[config.mk]
export PLATFORM = sky130hd
export DESIGN_NAME = arp_scheduler
export DESIGN_NICKNAME = d
export VERILOG_FILES = /design/src/rtl/arp_scheduler.sv
export SDC_FILE = /design/constraint.sdc
export NUM_CORES = 1
export LEC_CHECK = 0
export BUFFER_PORTS_ARGS = -buffer_cell sky130_fd_sc_hd__buf_4
export CAP_MARGIN = 20
export CORE_UTILIZATION = 43
export DETAILED_ROUTE_END_ITERATION = 16
export GPL_TIMING_DRIVEN = 0
export SETUP_SLACK_MARGIN = 0.05
export SYNTH_ARGS = -nofsm -noshare
export SYNTH_HDL_FRONTEND = slang
export SYNTH_SLANG_ARGS = --single-unit
[constraint.sdc]
create_clock -name clk -period 44.7 [get_ports clk]
set_input_delay 8.94 -clock clk [delete_from_list [all_inputs] [get_ports clk]]
set_output_delay 8.94 -clock clk [all_outputs]
set_load 0.02 [all_outputs]
[src/rtl/arp_scheduler.sv]
// Arpeggiator step scheduler: plays held keypad keys one at a time at a fixed tempo.
// Optional feature macro ARP_UPDOWN_EN enables ping-pong mode on dir=1x.
module arp_scheduler #(
  parameter int unsigned NUM_KEYS    = 13,
  parameter int unsigned STEP_CYCLES = 1_500_000,
  parameter int unsigned GATE_CYCLES = 1_125_000,
  parameter int unsigned CNT_W       = 21
) (
  input  logic                clk,
  input  logic                n_rst,
  input  logic                en,
  input  logic [NUM_KEYS-1:0] keys_held,
  input  logic [1:0]          dir,
  output logic [3:0]          keycode,
  output logic                gate,
  output logic                step_pulse
);

  localparam int NK = int'(NUM_KEYS);
  localparam logic [CNT_W-1:0] StepLast = CNT_W'(STEP_CYCLES - 1);
  localparam logic [CNT_W-1:0] GateLast = CNT_W'(GATE_CYCLES - 1);

  typedef enum logic [1:0] {StIdle, StNote, StGap} state_e;

  function automatic logic [3:0] lowest_set(input logic [NUM_KEYS-1:0] m);
    logic [3:0] r;
    r = '0;
    for (int i = NK - 1; i >= 0; i--) begin
      if (m[i]) r = 4'(i);
    end
    return r;
  endfunction

  function automatic logic [3:0] highest_set(input logic [NUM_KEYS-1:0] m);
    logic [3:0] r;
    r = '0;
    for (int i = 0; i < NK; i++) begin
      if (m[i]) r = 4'(i);
    end
    return r;
  endfunction

  // Nearest set bit strictly after cur in the given direction, wrapping; cur itself is the
  // farthest candidate so a lone held key repeats.
  function automatic logic [3:0] next_wrap(input logic [NUM_KEYS-1:0] m,
                                           input logic [3:0] cur, input logic down);
    logic [3:0] r;
    int         c, d, best;
    r    = cur;
    c    = int'(cur);
    best = NK + 1;
    for (int i = 0; i < NK; i++) begin
      if (down) d = (i < c) ? (c - i) : (c + NK - i);
      else      d = (i > c) ? (i - c) : (i + NK - c);
      if (m[i] && d < best) begin
        best = d;
        r    = 4'(i);
      end
    end
    return r;
  endfunction

  // Nearest set bit strictly beyond cur without wrapping; msb of the result flags a hit.
  function automatic logic [4:0] next_lin(input logic [NUM_KEYS-1:0] m,
                                          input logic [3:0] cur, input logic down);
    logic [3:0] r;
    logic       found;
    int         c, d, best;
    r     = cur;
    found = 1'b0;
    c     = int'(cur);
    best  = NK + 1;
    for (int i = 0; i < NK; i++) begin
      d = down ? (c - i) : (i - c);
      if (m[i] && d > 0 && d < best) begin
        best  = d;
        r     = 4'(i);
        found = 1'b1;
      end
    end
    return {found, r};
  endfunction

  state_e            state_q, state_d;
  logic [CNT_W-1:0]  cnt_q, cnt_d;
  logic [3:0]        cur_idx_q, cur_idx_d;
  logic [3:0]        keycode_q, keycode_d;
  logic              gate_q, gate_d;
  logic              pulse_q, pulse_d;

  logic              any_held, cur_held, down_mode, step_end;
  logic [3:0]        start_idx, next_idx;

  assign any_held  = |keys_held;
  assign cur_held  = |(keys_held & (NUM_KEYS'(1) << cur_idx_q));
  assign down_mode = (dir == 2'b01);
  assign step_end  = (cnt_q == StepLast);
  assign start_idx = down_mode ? highest_set(keys_held) : lowest_set(keys_held);

`ifdef ARP_UPDOWN_EN
  // 0 = ascending, 1 = descending leg of the ping-pong
  logic       dir_q, dir_d, next_dir;
  logic [4:0] fwd_hit, rev_hit;

  always_comb begin
    fwd_hit  = next_lin(keys_held, cur_idx_q, dir_q);
    rev_hit  = next_lin(keys_held, cur_idx_q, !dir_q);
    next_dir = dir_q;
    if (!dir[1]) begin
      next_idx = next_wrap(keys_held, cur_idx_q, down_mode);
    end else if (fwd_hit[4]) begin
      next_idx = fwd_hit[3:0];
    end else if (rev_hit[4]) begin
      next_idx = rev_hit[3:0];
      next_dir = !dir_q;
    end else begin
      next_idx = cur_idx_q;
    end
  end
`else
  always_comb begin
    next_idx = next_wrap(keys_held, cur_idx_q, down_mode);
  end
`endif

  always_comb begin
    state_d   = state_q;
    cnt_d     = cnt_q;
    cur_idx_d = cur_idx_q;
    keycode_d = keycode_q;
    pulse_d   = 1'b0;
`ifdef ARP_UPDOWN_EN
    dir_d     = dir_q;
`endif
    if (en) begin
      unique case (state_q)
        StIdle: begin
          if (any_held) begin
            state_d   = StNote;
            cnt_d     = '0;
            cur_idx_d = start_idx;
            keycode_d = start_idx + 4'd1;
            pulse_d   = 1'b1;
`ifdef ARP_UPDOWN_EN
            dir_d     = 1'b0;
`endif
          end
        end
        StNote, StGap: begin
          cnt_d = step_end ? '0 : cnt_q + 1'b1;
          if (!any_held) begin
            state_d   = StIdle;
            cnt_d     = '0;
            cur_idx_d = '0;
            keycode_d = '0;
`ifdef ARP_UPDOWN_EN
            dir_d     = 1'b0;
`endif
          end else if (step_end) begin
            state_d   = StNote;
            cur_idx_d = next_idx;
            keycode_d = next_idx + 4'd1;
            pulse_d   = 1'b1;
`ifdef ARP_UPDOWN_EN
            dir_d     = next_dir;
`endif
          end else if (state_q == StNote && (cnt_q == GateLast || !cur_held)) begin
            // Releasing the sounding key only mutes; the step keeps its timing.
            state_d = StGap;
          end
        end
        default: state_d = StIdle;
      endcase
    end
    gate_d = en && (state_d == StNote);
  end

  always_ff @(posedge clk) begin
    if (!n_rst) begin
      state_q   <= StIdle;
      cnt_q     <= '0;
      cur_idx_q <= '0;
      keycode_q <= '0;
      gate_q    <= 1'b0;
      pulse_q   <= 1'b0;
`ifdef ARP_UPDOWN_EN
      dir_q     <= 1'b0;
`endif
    end else begin
      state_q   <= state_d;
      cnt_q     <= cnt_d;
      cur_idx_q <= cur_idx_d;
      keycode_q <= keycode_d;
      gate_q    <= gate_d;
      pulse_q   <= pulse_d;
`ifdef ARP_UPDOWN_EN
      dir_q     <= dir_d;
`endif
    end
  end

  assign keycode    = keycode_q;
  assign gate       = gate_q;
  assign step_pulse = pulse_q;

endmodule

-- After elaboration in Yosys (flattened, before gate mapping)
Cells that the tools add are included.
W data, S select, Z words.
- add/sub/neg operators: 53
- $lt $le $gt $ge: 38
- equality and inequality tests: 8
- shift operators: 1
- multiplexer cells: 111
- bitwise logic cells: 1
- reduce and logical (&&, ||, !) cells: 25
- operators with widths (operator ; count):
    $mux W32 ; 50
    $lt A32 B32 Y1 ; 12
    $mux W4 ; 44
    $sub A32 B4 Y32 const B ; 4
    $sub A32 B5 Y32 const B ; 4
    $sub A32 B3 Y32 const B ; 2
    $mux W21 ; 3
    $sub A5 B4 Y6 const A ; 10
    $eq A21 B21 Y1 const B ; 2
    $pmux W21 S2 ; 1
    $sub A4 B4 Y5 const A ; 8
    $lt A32 B5 Y1 const B ; 1
    $sub A32 B2 Y32 const B ; 1
    $reduce_or A13 Y1 ; 2
    $sub A4 B4 Y5 const B ; 5
    $add A21 B1 Y21 const B ; 1
    $gt A4 B4 Y1 const A ; 5
    $lt A4 B4 Y1 const A ; 5
    $sub A3 B4 Y5 const A ; 4
    $sub A4 B3 Y5 const B ; 4
    $gt A3 B4 Y1 const A ; 4
    $lt A3 B4 Y1 const A ; 4
    $pmux W4 S2 ; 2
    $logic_and A1 B1 Y1 ; 15
    29 further kinds ; 44
- flip-flop bits (word level): 33
- bits of input ports: 18
- output and inout bits: 6
- word-level logic and storage cells: 243

-- Logic depth before layout (Yosys ltp)
Gate-level depths: netlist of the first run.
- depth after elaboration: 46
- depth in mapped cells: 159

-- Worst setup path after synthesis of the first run
No wires, ideal clock.
- kind: input to register
- start point: input dir[0]
- end point: register keycode_q[1], in the netlist keycode[1]
- setup time: 0.116 ns
- arrival: 35.581 ns
- required time: 44.584 ns
- setup slack: 9.002 ns
- stages on the path: 143
- cell sequence: nor2b_1 -> buf_2 -> buf_2 -> buf_1 -> buf_1 -> clkbuf_1 -> clkbuf_1 -> clkbuf_1 -> clkbuf_1 -> buf_1 -> buf_1 -> clkbuf_1 -> a21boi_0 -> ha_1 -> nand2b_1 -> a2111oi_0 -> nor3b_2 -> nand4_2 -> [... 107 more ...] -> a31o_2 -> buf_2 -> nand2_1 -> o21a_1 -> ha_1 -> inv_1 -> a2111oi_0 -> a21oi_1 -> nor3b_1 -> o21ai_0 -> nand2_1 -> a41o_1 -> a21oi_1 -> ha_1 -> nand2_1 -> nor2_1 -> a211o_1 -> o211a_1
- word-level cells in the longest chain between the ends: 45
- elaborated cells between the ends (all ways): 72
- classes of those cells: add/sub (2); order compare (13); eq/ne (1); mux (43); reduce/logical (13)
- RTL lines (what ; RTL line ; text):
    start: declaration ; 13 ; input logic [1:0] dir,
    $eq A2 B1 Y1 (*) ; 96 ; assign down_mode = (dir == 2'b01);
    $mux W32 ; 53 ; if (down) d = (i < c) ? (c - i) : (c + NK - i);
    $lt A32 B5 Y1 ; 55 ; if (m[i] && d < best) begin
    $logic_and A1 B1 Y1 ; 55 ;
    $mux W32 ; 55 ;
    $lt A32 B32 Y1 ; 55 ;
    $logic_and A1 B1 Y1 ; 55 ;
    $mux W32 ; 55 ;
    [... 29 more ...] ; n/a ;
    $mux W32 ; 55 ;
    $lt A32 B32 Y1 ; 55 ;
    $logic_and A1 B1 Y1 ; 55 ;
    $mux W4 ; 55 ;
    $add A4 B1 Y4 ; 162 ; keycode_d = next_idx + 4'd1;
    $mux W4 ; 159 ; end else if (step_end) begin
    $mux W4 ; 151 ; if (!any_held) begin
    $pmux W4 S2 (*) ; 136 ; unique case (state_q)
    end signal: assignment ; 193 ; keycode_q <= keycode_d;
    end: declaration ; 87 ; logic [3:0] keycode_q, keycode_d;
Mark *: on every way between the ends. The rest lies on a longest branch, timed or not. The select of a mux whose other input is x is not followed.
A chain may end at the register's enable or synchronous reset.

-- Worst setup path after layout of the first run
- start point: input dir[1]
- end point: register keycode_q[1], in the netlist keycode[1]
Same word-level chain as after synthesis.

==> impl_metrics.py, run 1 <==
metrics = {
    "global_route": {
        "grt_pass1_wl_um": 63040,
        "antenna_found_initial": 0,
        "grt_pass1_vias": 11300,
        "grt.total_usage_pct": 32.58,
        "overflow": 0,
        "grt_max_degree": 19,
    },
    "clocking": {
        "clock_path_buffers": 2,
        "cts.sinks": 33,
        "cts_buffers": 5,
        "cts_tree": "built",
        "clkTransAtPathRegs_ns": 0.05,
        "htree_levels": 2,
        "clk_latency_ns": 0.28,
        "hold_buffers": 0,
        "cts_setup_buffers": 0,
        "cts_root_buf": "clkbuf_16",
    },
    "worst_hold_path": {
        "whs_path_depth": 2,
        "hold_class": "flip-flop to flip-flop",
    },
    "sta": {
        "relSlewSlack_pct": 26.47,
        "rsz0062_at_grt": "false",
        "finalCriticalPeriod_ns": 41.79,
        "setup_viol": 0,
        "clock.fmax_mhz": 23.93,
        "fin_skew_ns": 0.004103,
        "finalHoldViolCount": 0,
        "timing.final.crit_share_pct": 93.50,
        "finalMaxSlewViolations": 0,
        "setup_tns_ns": 0,
        "worst_pin_slew_ns": 1.103,
    },
    "synth": {
        "yosysSeqAreaShare_pct": 6.311,
        "syn-instance-count": 1574,
        "ys_ff_latch": 33,
        "ys.flop_type": "dfxtp_1",
        "async_flop_share_pct": 0,
        "syn_area_per_cell_um2": 6.651,
        "ys_types": 101,
        "synth_edf_count": 0,
        "synth_nets": 1726,
        "yosys_warnings": 0,
        "syn_area_mm2": 0.01047,
    },
    "setup_path": {
        "max_stage_delay_ns": 0.59,
        "ff2ff_path_depth": 143,
        "startpoint_type": "input port",
        "cp_common_cell": "a21oi_1",
        "critical_path_class": "input port to flip-flop",
        "cpMaxStageDelayCell": "or4_1",
        "cp.arrival_ns": 41.97,
        "cp_max_fo": 10,
        "cp.required_ns": 44.88,
        "crit_path_end_kind": "flip-flop",
    },
    "drt": {
        "via_per_inst": 6.446,
        "wl_per_cell_um": 21.33,
        "drc": 0,
        "first_pass_iters": 6,
        "antenna_left": 0,
        "wirelength_um": 41020,
        "num_vias": 12400,
        "initialDrtViolationCount": 1355,
    },
    "finish": {
        "drive_gt1_share_pct": 5.611,
        "layout_common_cells": "182 x a21oi_1, 177 x nand2_1, 167 x nor2_1",
        "layout_commonest_cell": "a21oi_1",
        "nFillCells": 2554,
        "areaGrowthSynthToFinish_pct": 7.075,
        "final_nets": 1755,
        "n_antenna_cell": 0,
    },
    "floorplanning": {
        "fp.dieArea_mm2": 0.02497,
        "rows": 56,
        "pin_count": 24,
        "die_h_um": 158.0,
        "core_area_mm2": 0.02368,
        "die_x_um": 158.0,
        "start_util_pct": 44.20,
    },
    "placed_design": {
        "io_buffers": 21,
        "place_congestion": 1.040,
        "dp_hpwl_um": 32400,
    },
    "run_status": {
        "status": "complete, no violations",
    },
    "job": {
        "maxCapViolCount": 0,
    },
}
-- sequential cells by signal, summed over array words and instances, names as in the netlist --
signal,cells
step_pulse,1
gate,1
cnt_q,21
cur_idx_q,4
state_q,2
keycode,4
-- cell usage after synthesis (14+ instances only) --
cell type	number	area, um2
a31oi_1	20	125.1
a211oi_1	16	120.1
nor2b_1	28	175.2
o211ai_1	15	112.6
a21oi_1	182	910.9
nand2b_1	23	143.9
dfxtp_1	33	660.6
o22ai_1	16	100.1
a21o_1	21	157.7
clkbuf_1	53	198.9
buf_1	15	56.30
mux2i_1	49	490.5
inv_1	65	244.0
ha_1	134	1677
nor3_1	24	120.1
or3_1	19	118.9
nand4_1	14	87.58
o21a_1	26	195.2
xor2_1	16	140.1
nand2_1	177	664.4
nor2_1	167	626.9
xnor2_1	28	245.2
o21ai_0	134	670.6
nand3_1	41	205.2
-- path summary, 6_finish.rpt --
check,to,from,slack [ns]
max,keycode[1]$_SDFFE_PN0P_,dir[1],2.91
min,cnt_q[13]$_SDFFE_PN0P_,cnt_q[13]$_SDFFE_PN0P_,0.50
max reg2reg,keycode[1]$_SDFFE_PN0P_,cur_idx_q[0]$_SDFFE_PN0P_,11.90
min reg2reg,cnt_q[13]$_SDFFE_PN0P_,cnt_q[13]$_SDFFE_PN0P_,0.50
-- kinds of logic after synthesis --
logic type	after synthesis	synth area share (%)
muxes	63	6.334
adders and majority gates	142	16.79
DFF	33	6.310
buffers and inverters	153	5.725
AOI/OAI and AO/OA	569	34.80
and+or+nand+nor	570	26.35
xor gates and xnor gates	44	3.681
-- routing by layer --
layer  part of all wire, %  vias up  global-route usage [%]
met1                    44     5784                   43.59
met3                   8.4      123                   4.736
li1                      -     5877                       -
met4                   4.2        0                   12.09
met5                     0        -                       0
met2                    43      612                   52.61
-- metrics by stage --
step | util [%] | std cells | hold WS [ns] | setup slack (ns) | cell area (um2)
floorplan | - | 1574 | 0.4620 | 9.002 | 10470
detailed placement | 46.58 | 1915 | 0.4876 | 3.099 | 11030
global route | 47.33 | 1923 | 0.5149 | 0.2623 | 11210
global placement | 46.56 | 1914 | 0.4798 | 3.114 | 11030
finish | 47.33 | 1923 | 0.4955 | 2.906 | 11210
CTS | 47.32 | 1923 | 0.4977 | 3.314 | 11210
-- area by class of cell --
cell class              instances  area (um2)  share of cell area (%)
clock inverters                 2       37.54                  0.3349
clock buffers                   6       138.9                   1.239
well taps                     319       399.1                   3.561
multi-input cells            1388        9209                   82.15
repair buffers                 22       162.7                   1.451
inverters                      71       266.5                   2.378
flip-flops and latches         33       660.6                   5.894
plain buffers                  82       335.3                   2.991
-- worst max-delay path, delay by kind of cell --
family | cells | cell delay, ns
and+or+nand+nor | 43 | 7.72
AOI/OAI and AO/OA | 53 | 11.01
muxes | 6 | 1.68
buffers and inverters | 30 | 8.83
adders and majority gates | 13 | 3.66
-- what timing repair did --
action	CTS	global route
endpoints found under the setup margin	0	2
endpoints found under the hold margin	0	0
gates resized for setup	0	4
Power of run 1 is not shown: default switching activity piles up to over one toggle a cycle in this logic, so the estimate is an artifact.
==> run 2, diff against run 1 <==
--- a/config.mk
+++ b/config.mk
@@ -7,7 +7,7 @@
 export LEC_CHECK = 0
 export BUFFER_PORTS_ARGS = -buffer_cell sky130_fd_sc_hd__buf_4
 export CAP_MARGIN = 20
-export CORE_UTILIZATION = 43
+export CORE_UTILIZATION = 35
 export DETAILED_ROUTE_END_ITERATION = 16
 export GPL_TIMING_DRIVEN = 0
 export SETUP_SLACK_MARGIN = 0.05
==> run 2 against run 1 <==
Net effect:
- critical path depth is 2 lower
- sequential cell count stayed put
- critical endpoint unchanged
- first-iteration DRC count is 7.2% higher
- count of clock-buffer cells in the layout is 1 lower
- register-to-register slack worse by 0.21 ns
- fmax is 1.3% higher
- final cell count is 3.3% higher
- worst setup slack better by 0.53 ns
- non-clock buffer count is 1 lower
- via count is 0.27% lower
- routed wire length is 1.6% higher
==> impl_metrics.py, run 2 (same netlist as run 1, synthesis figures left out) <==
metrics = {
    "sta": {
        "clock.fmax_mhz": 24.23,
        "finalCriticalPeriod_ns": 41.26,
        "setup_tns_ns": 0,
        "setup_viol": 0,
        "finalHoldViolCount": 0,
        "worst_pin_slew_ns": 1.096,
        "relSlewSlack_pct": 26.92,
        "fin_skew_ns": 0.003669,
        "finalMaxSlewViolations": 0,
        "rsz0062_at_grt": "false",
        "timing.final.crit_share_pct": 92.31,
    },
    "clocking": {
        "cts_tree": "built",
        "clock_path_buffers": 2,
        "cts.sinks": 33,
        "cts_root_buf": "clkbuf_16",
        "clk_latency_ns": 0.28,
        "hold_buffers": 0,
        "cts_buffers": 5,
        "clkTransAtPathRegs_ns": 0.05,
        "cts_setup_buffers": 0,
        "htree_levels": 2,
        "post_cts_resized": 0,
    },
    "setup_path": {
        "r2r_end": "keycode[1]$_SDFFE_PN0P_",
        "crit_path_end_kind": "flip-flop",
        "critical_path_class": "input port to flip-flop",
        "cp.arrival_ns": 41.44,
        "startpoint_type": "input port",
        "cp_top_family": "compound AO/OA/AOI/OAI gates",
        "ff2ff_path_depth": 141,
        "r2r-start": "cur_idx_q[0]$_SDFFE_PN0P_",
        "cp_common_cell": "a21oi_1",
        "cp_max_fo": 19,
        "worst-path-buf-inv": 28,
        "cp.required_ns": 44.87,
        "cpMaxStageDelayCell": "or4_1",
        "timing.reg2reg.setup_slack_ns": 11.69,
        "max_stage_delay_ns": 0.61,
    },
    "drt": {
        "via_per_inst": 6.221,
        "first_pass_iters": 6,
        "initialDrtViolationCount": 1452,
        "drc": 0,
        "wl_per_cell_um": 20.98,
        "num_vias": 12360,
        "antenna_left": 0,
        "wirelength_um": 41680,
    },
    "run_status": {
        "status": "complete, no violations",
    },
    "global_route": {
        "grt_pass1_vias": 11370,
        "grt_pass1_wl_um": 64700,
        "grt.total_usage_pct": 26.79,
        "grt_max_degree": 19,
        "overflow": 0,
        "antenna_found_initial": 0,
    },
    "floorplanning": {
        "die_x_um": 174.9,
        "pin_count": 24,
        "rows": 62,
        "fp.dieArea_mm2": 0.03061,
        "start_util_pct": 35.99,
        "die_h_um": 174.9,
        "core_area_mm2": 0.02909,
    },
    "finish": {
        "drive_gt1_share_pct": 5.802,
        "final_nets": 1754,
        "n_antenna_cell": 0,
        "layout_common_cells": "182 x a21oi_1, 177 x nand2_1, 167 x nor2_1",
        "areaGrowthSynthToFinish_pct": 7.529,
        "largest_register_ffs": 21,
        "regMostFlops": "cnt_q",
        "layout_commonest_cell": "a21oi_1",
        "fin_area_mm2": 0.01126,
    },
    "placed_design": {
        "io_buffers": 21,
        "place_congestion": 0.9786,
        "placed_area_mm2": 0.01111,
        "dp_hpwl_um": 33140,
    },
    "worst_hold_path": {
        "whs_path_depth": 2,
        "hp-start": "cnt_q[13]$_SDFFE_PN0P_",
        "hold_class": "flip-flop to flip-flop",
        "min_to": "cnt_q[13]$_SDFFE_PN0P_",
    },
    "job": {
        "maxCapViolCount": 0,
    },
}
==> run 2: routing by layer <==
metal | vias to the layer above | track usage [%] | part of all wire, %
met3 | 110 | 3.677 | 9.0
li1 | 5875 | - | -
met1 | 5770 | 37.38 | 45
met5 | - | 0 | 0
met2 | 607 | 41.17 | 42
met4 | 0 | 10.76 | 4.2
==> run 2: through the flow <==
| step | setup WS, ns | hold slack, ns | util [%] | instances |
|---|---|---|---|---|
| 2_1_floorplan | 9.002 | 0.4620 | - | 1574 |
| 3_3_place_gp | 2.758 | 0.4889 | 38.18 | 1979 |
| 3_5_place_dp | 2.523 | 0.5025 | 38.20 | 1980 |
| 4_1_cts | 2.716 | 0.5088 | 38.69 | 1988 |
| 5_1_grt | 0.2912 | 0.5337 | 38.70 | 1987 |
| 6_report | 3.437 | 0.5024 | 38.70 | 1987 |
==> run 2: layout make-up <==
class	count	area, um2
Inverter	71	266.5
Timing Repair Buffer	23	167.7
Buffer	80	330.3
Multi-Input combinational cell	1388	9209
Sequential cell	33	660.6
Clock buffer	5	125.1
Tap cell	384	480.5
Fill cell	3122	17830
Clock inverter	3	17.52
==> run 2: worst max-delay path by stage <==
stage	from	end	slack (ns)	cells after the start
after detailed placement	dir[1]	keycode[1]$_SDFFE_PN0P_	2.52	145
after CTS	dir[1]	keycode[1]$_SDFFE_PN0P_	2.72	145
final	dir[1]	keycode[1]$_SDFFE_PN0P_	3.44	143
after global placement	dir[1]	keycode[1]$_SDFFE_PN0P_	2.76	151
after floorplan	dir[0]	keycode[1]$_SDFFE_PN0P_	9.00	143
after global routing	dir[1]	keycode[1]$_SDFFE_PN0P_	0.29	150
==> run 2: worst register-to-register path: cells and delay by family, from the launching register on <==
kind                     cells  cell delay, ns
flip-flops                   1            0.61
AND/OR/NAND/NOR             42            8.10
multiplexers                 6            1.64
buffers and inverters       22            5.80
adder cells (fa/ha/maj)     15            4.91
AO/OA/AOI/OAI               56           11.83
Power of run 2 is left out for the same reason.
==> run 3, diff against run 2 <==
--- a/config.mk
+++ b/config.mk
@@ -5,10 +5,11 @@
 export SDC_FILE = /design/constraint.sdc
 export NUM_CORES = 1
 export LEC_CHECK = 0
-export BUFFER_PORTS_ARGS = -buffer_cell sky130_fd_sc_hd__buf_4
 export CAP_MARGIN = 20
 export CORE_UTILIZATION = 35
+export CTS_CLUSTER_DIAMETER = 100
 export DETAILED_ROUTE_END_ITERATION = 16
+export DONT_BUFFER_PORTS = 1
 export GPL_TIMING_DRIVEN = 0
 export SETUP_SLACK_MARGIN = 0.05
 export SYNTH_ARGS = -nofsm -noshare
==> run 3 against run 2 <==
Net effect:
- core utilization down 0.54 points
- worst hold slack improved by 0.013 ns
- clock skew is 0.00067 ns lower
- routed wire length is 1.8% higher
- count of clock-buffer cells in the layout is the same
- critical endpoint unchanged
- die area unchanged
- sequential share of layout area rose by 0.083 points
==> impl_metrics.py, run 3 (same netlist as run 1, synthesis figures left out) <==
metrics = {
    "floorplanning": {
        "core_area_mm2": 0.02909,
        "pin_count": 24,
        "start_util_pct": 35.99,
        "die_h_um": 174.9,
        "fp.dieArea_mm2": 0.03061,
        "die_x_um": 174.9,
        "rows": 62,
    },
    "global_route": {
        "overflow": 0,
        "antenna_found_initial": 0,
        "grt_pass1_wl_um": 65940,
        "grt_max_degree": 19,
        "grt.total_usage_pct": 27.31,
        "grt_pass1_vias": 11360,
    },
    "sta": {
        "clock.fmax_mhz": 23.79,
        "setup_viol": 0,
        "worst_pin_slew_ns": 1.150,
        "relSlewSlack_pct": 23.34,
        "finalCriticalPeriod_ns": 42.03,
        "finalHoldViolCount": 0,
        "finalMaxSlewViolations": 0,
        "fin_skew_ns": 0.003002,
        "timing.final.crit_share_pct": 94.02,
        "setup_tns_ns": 0,
        "rsz0062_at_grt": "false",
    },
    "finish": {
        "drive_gt1_share_pct": 4.422,
        "layout_commonest_cell": "a21oi_1",
        "layout_common_cells": "182 x a21oi_1, 177 x nand2_1, 167 x nor2_1",
        "areaGrowthSynthToFinish_pct": 6.035,
        "regMostFlops": "cnt_q",
        "n_antenna_cell": 0,
        "fin_util_pct": 38.16,
        "largest_register_ffs": 21,
        "final_nets": 1734,
    },
    "setup_path": {
        "cp_common_cell": "a21oi_1",
        "startpoint_type": "input port",
        "cp.required_ns": 44.87,
        "cp.arrival_ns": 42.20,
        "critical_path_class": "input port to flip-flop",
        "max_stage_delay_ns": 0.62,
        "cpMaxStageDelayCell": "nor4b_4",
        "crit_path_end_kind": "flip-flop",
        "cp_max_fo": 10,
    },
    "placed_design": {
        "place_congestion": 0.9885,
        "io_buffers": 0,
        "dp_hpwl_um": 33320,
    },
    "drt": {
        "drc": 0,
        "initialDrtViolationCount": 1466,
        "wirelength_um": 42420,
        "first_pass_iters": 6,
        "via_per_inst": 6.298,
        "wl_per_cell_um": 21.56,
        "num_vias": 12390,
        "antenna_left": 0,
    },
    "clocking": {
        "htree_levels": 2,
        "cts.sinks": 33,
        "cts_root_buf": "clkbuf_16",
        "cts_buffers": 5,
        "clk_latency_ns": 0.28,
        "clkTransAtPathRegs_ns": 0.06,
        "cts_setup_buffers": 0,
        "cts_tree": "built",
        "clock_path_buffers": 2,
    },
    "job": {
        "maxCapViolCount": 0,
    },
    "worst_hold_path": {
        "hold_class": "flip-flop to flip-flop",
    },
    "run_status": {
        "status": "complete, no violations",
    },
}
==> run 3: changes by cell type in the layout (fill, tap and decap cells not counted) <==
cell,delta
o311ai_0,-1
o311ai_1,+1
clkbuf_1,+1
clkbuf_2,-2
buf_4,-21
buf_1,+2
==> run 3: through the flow <==
stage	instances	cell area [um2]	setup WS, ns	hold slack, ns
4_1_cts	1967	11100	2.930	0.5070
5_1_grt	1967	11100	0.06859	0.5451
3_3_place_gp	1958	10950	2.905	0.4829
2_1_floorplan	1574	10470	9.002	0.4620
6_report	1967	11100	2.671	0.5153
3_5_place_dp	1959	10950	2.805	0.4930
==> run 3: layout make-up <==
| cell class | count | area (um2) |
|---|---|---|
| inverter | 71 | 266.5 |
| multi-input combinational | 1388 | 9209 |
| timing repair buffer | 1 | 5.005 |
| tap | 384 | 480.5 |
| buffer | 82 | 336.6 |
| sequential | 33 | 660.6 |
| clock inverter | 3 | 17.52 |
| fill | 3143 | 17990 |
| clock buffer | 5 | 125.1 |
==> run 3: worst paths after layout <==
check                                 start                       to  slack (ns)  depth (start not counted)
hold / removal       cnt_q[10]$_SDFFE_PN0P_   cnt_q[10]$_SDFFE_PN0P_        0.52                          2
setup reg to reg  cur_idx_q[0]$_SDFFE_PN0P_  keycode[1]$_SDFFE_PN0P_       11.35                        144
setup / recovery                     dir[0]  keycode[1]$_SDFFE_PN0P_        2.67                        144
hold reg to reg      cnt_q[10]$_SDFFE_PN0P_   cnt_q[10]$_SDFFE_PN0P_        0.52                          2
==> run 3: timing repair <==
action,in CTS,in global routing
endpoints found under the setup margin,0,2
hold buffers,0,0
resized for setup,0,6
==> run 3: routing by layer <==
| metal | GRT usage (%) | wire, um |
|---|---|---|
| met1 | 38.25 | 18900 |
| met2 | 42.29 | 17840 |
| met3 | 4.330 | 4148 |
| met4 | 8.949 | 1528 |
| met5 | 0 | 0 |
==> run 3: worst max-delay path: cells and delay by family <==
family | cells | cell delay (ns)
compound gates | 54 | 11.20
buf+inv | 29 | 8.66
simple gates | 42 | 7.91
fa+ha+maj | 13 | 3.70
mux | 6 | 1.72
Power of run 3 is left out for the same reason.
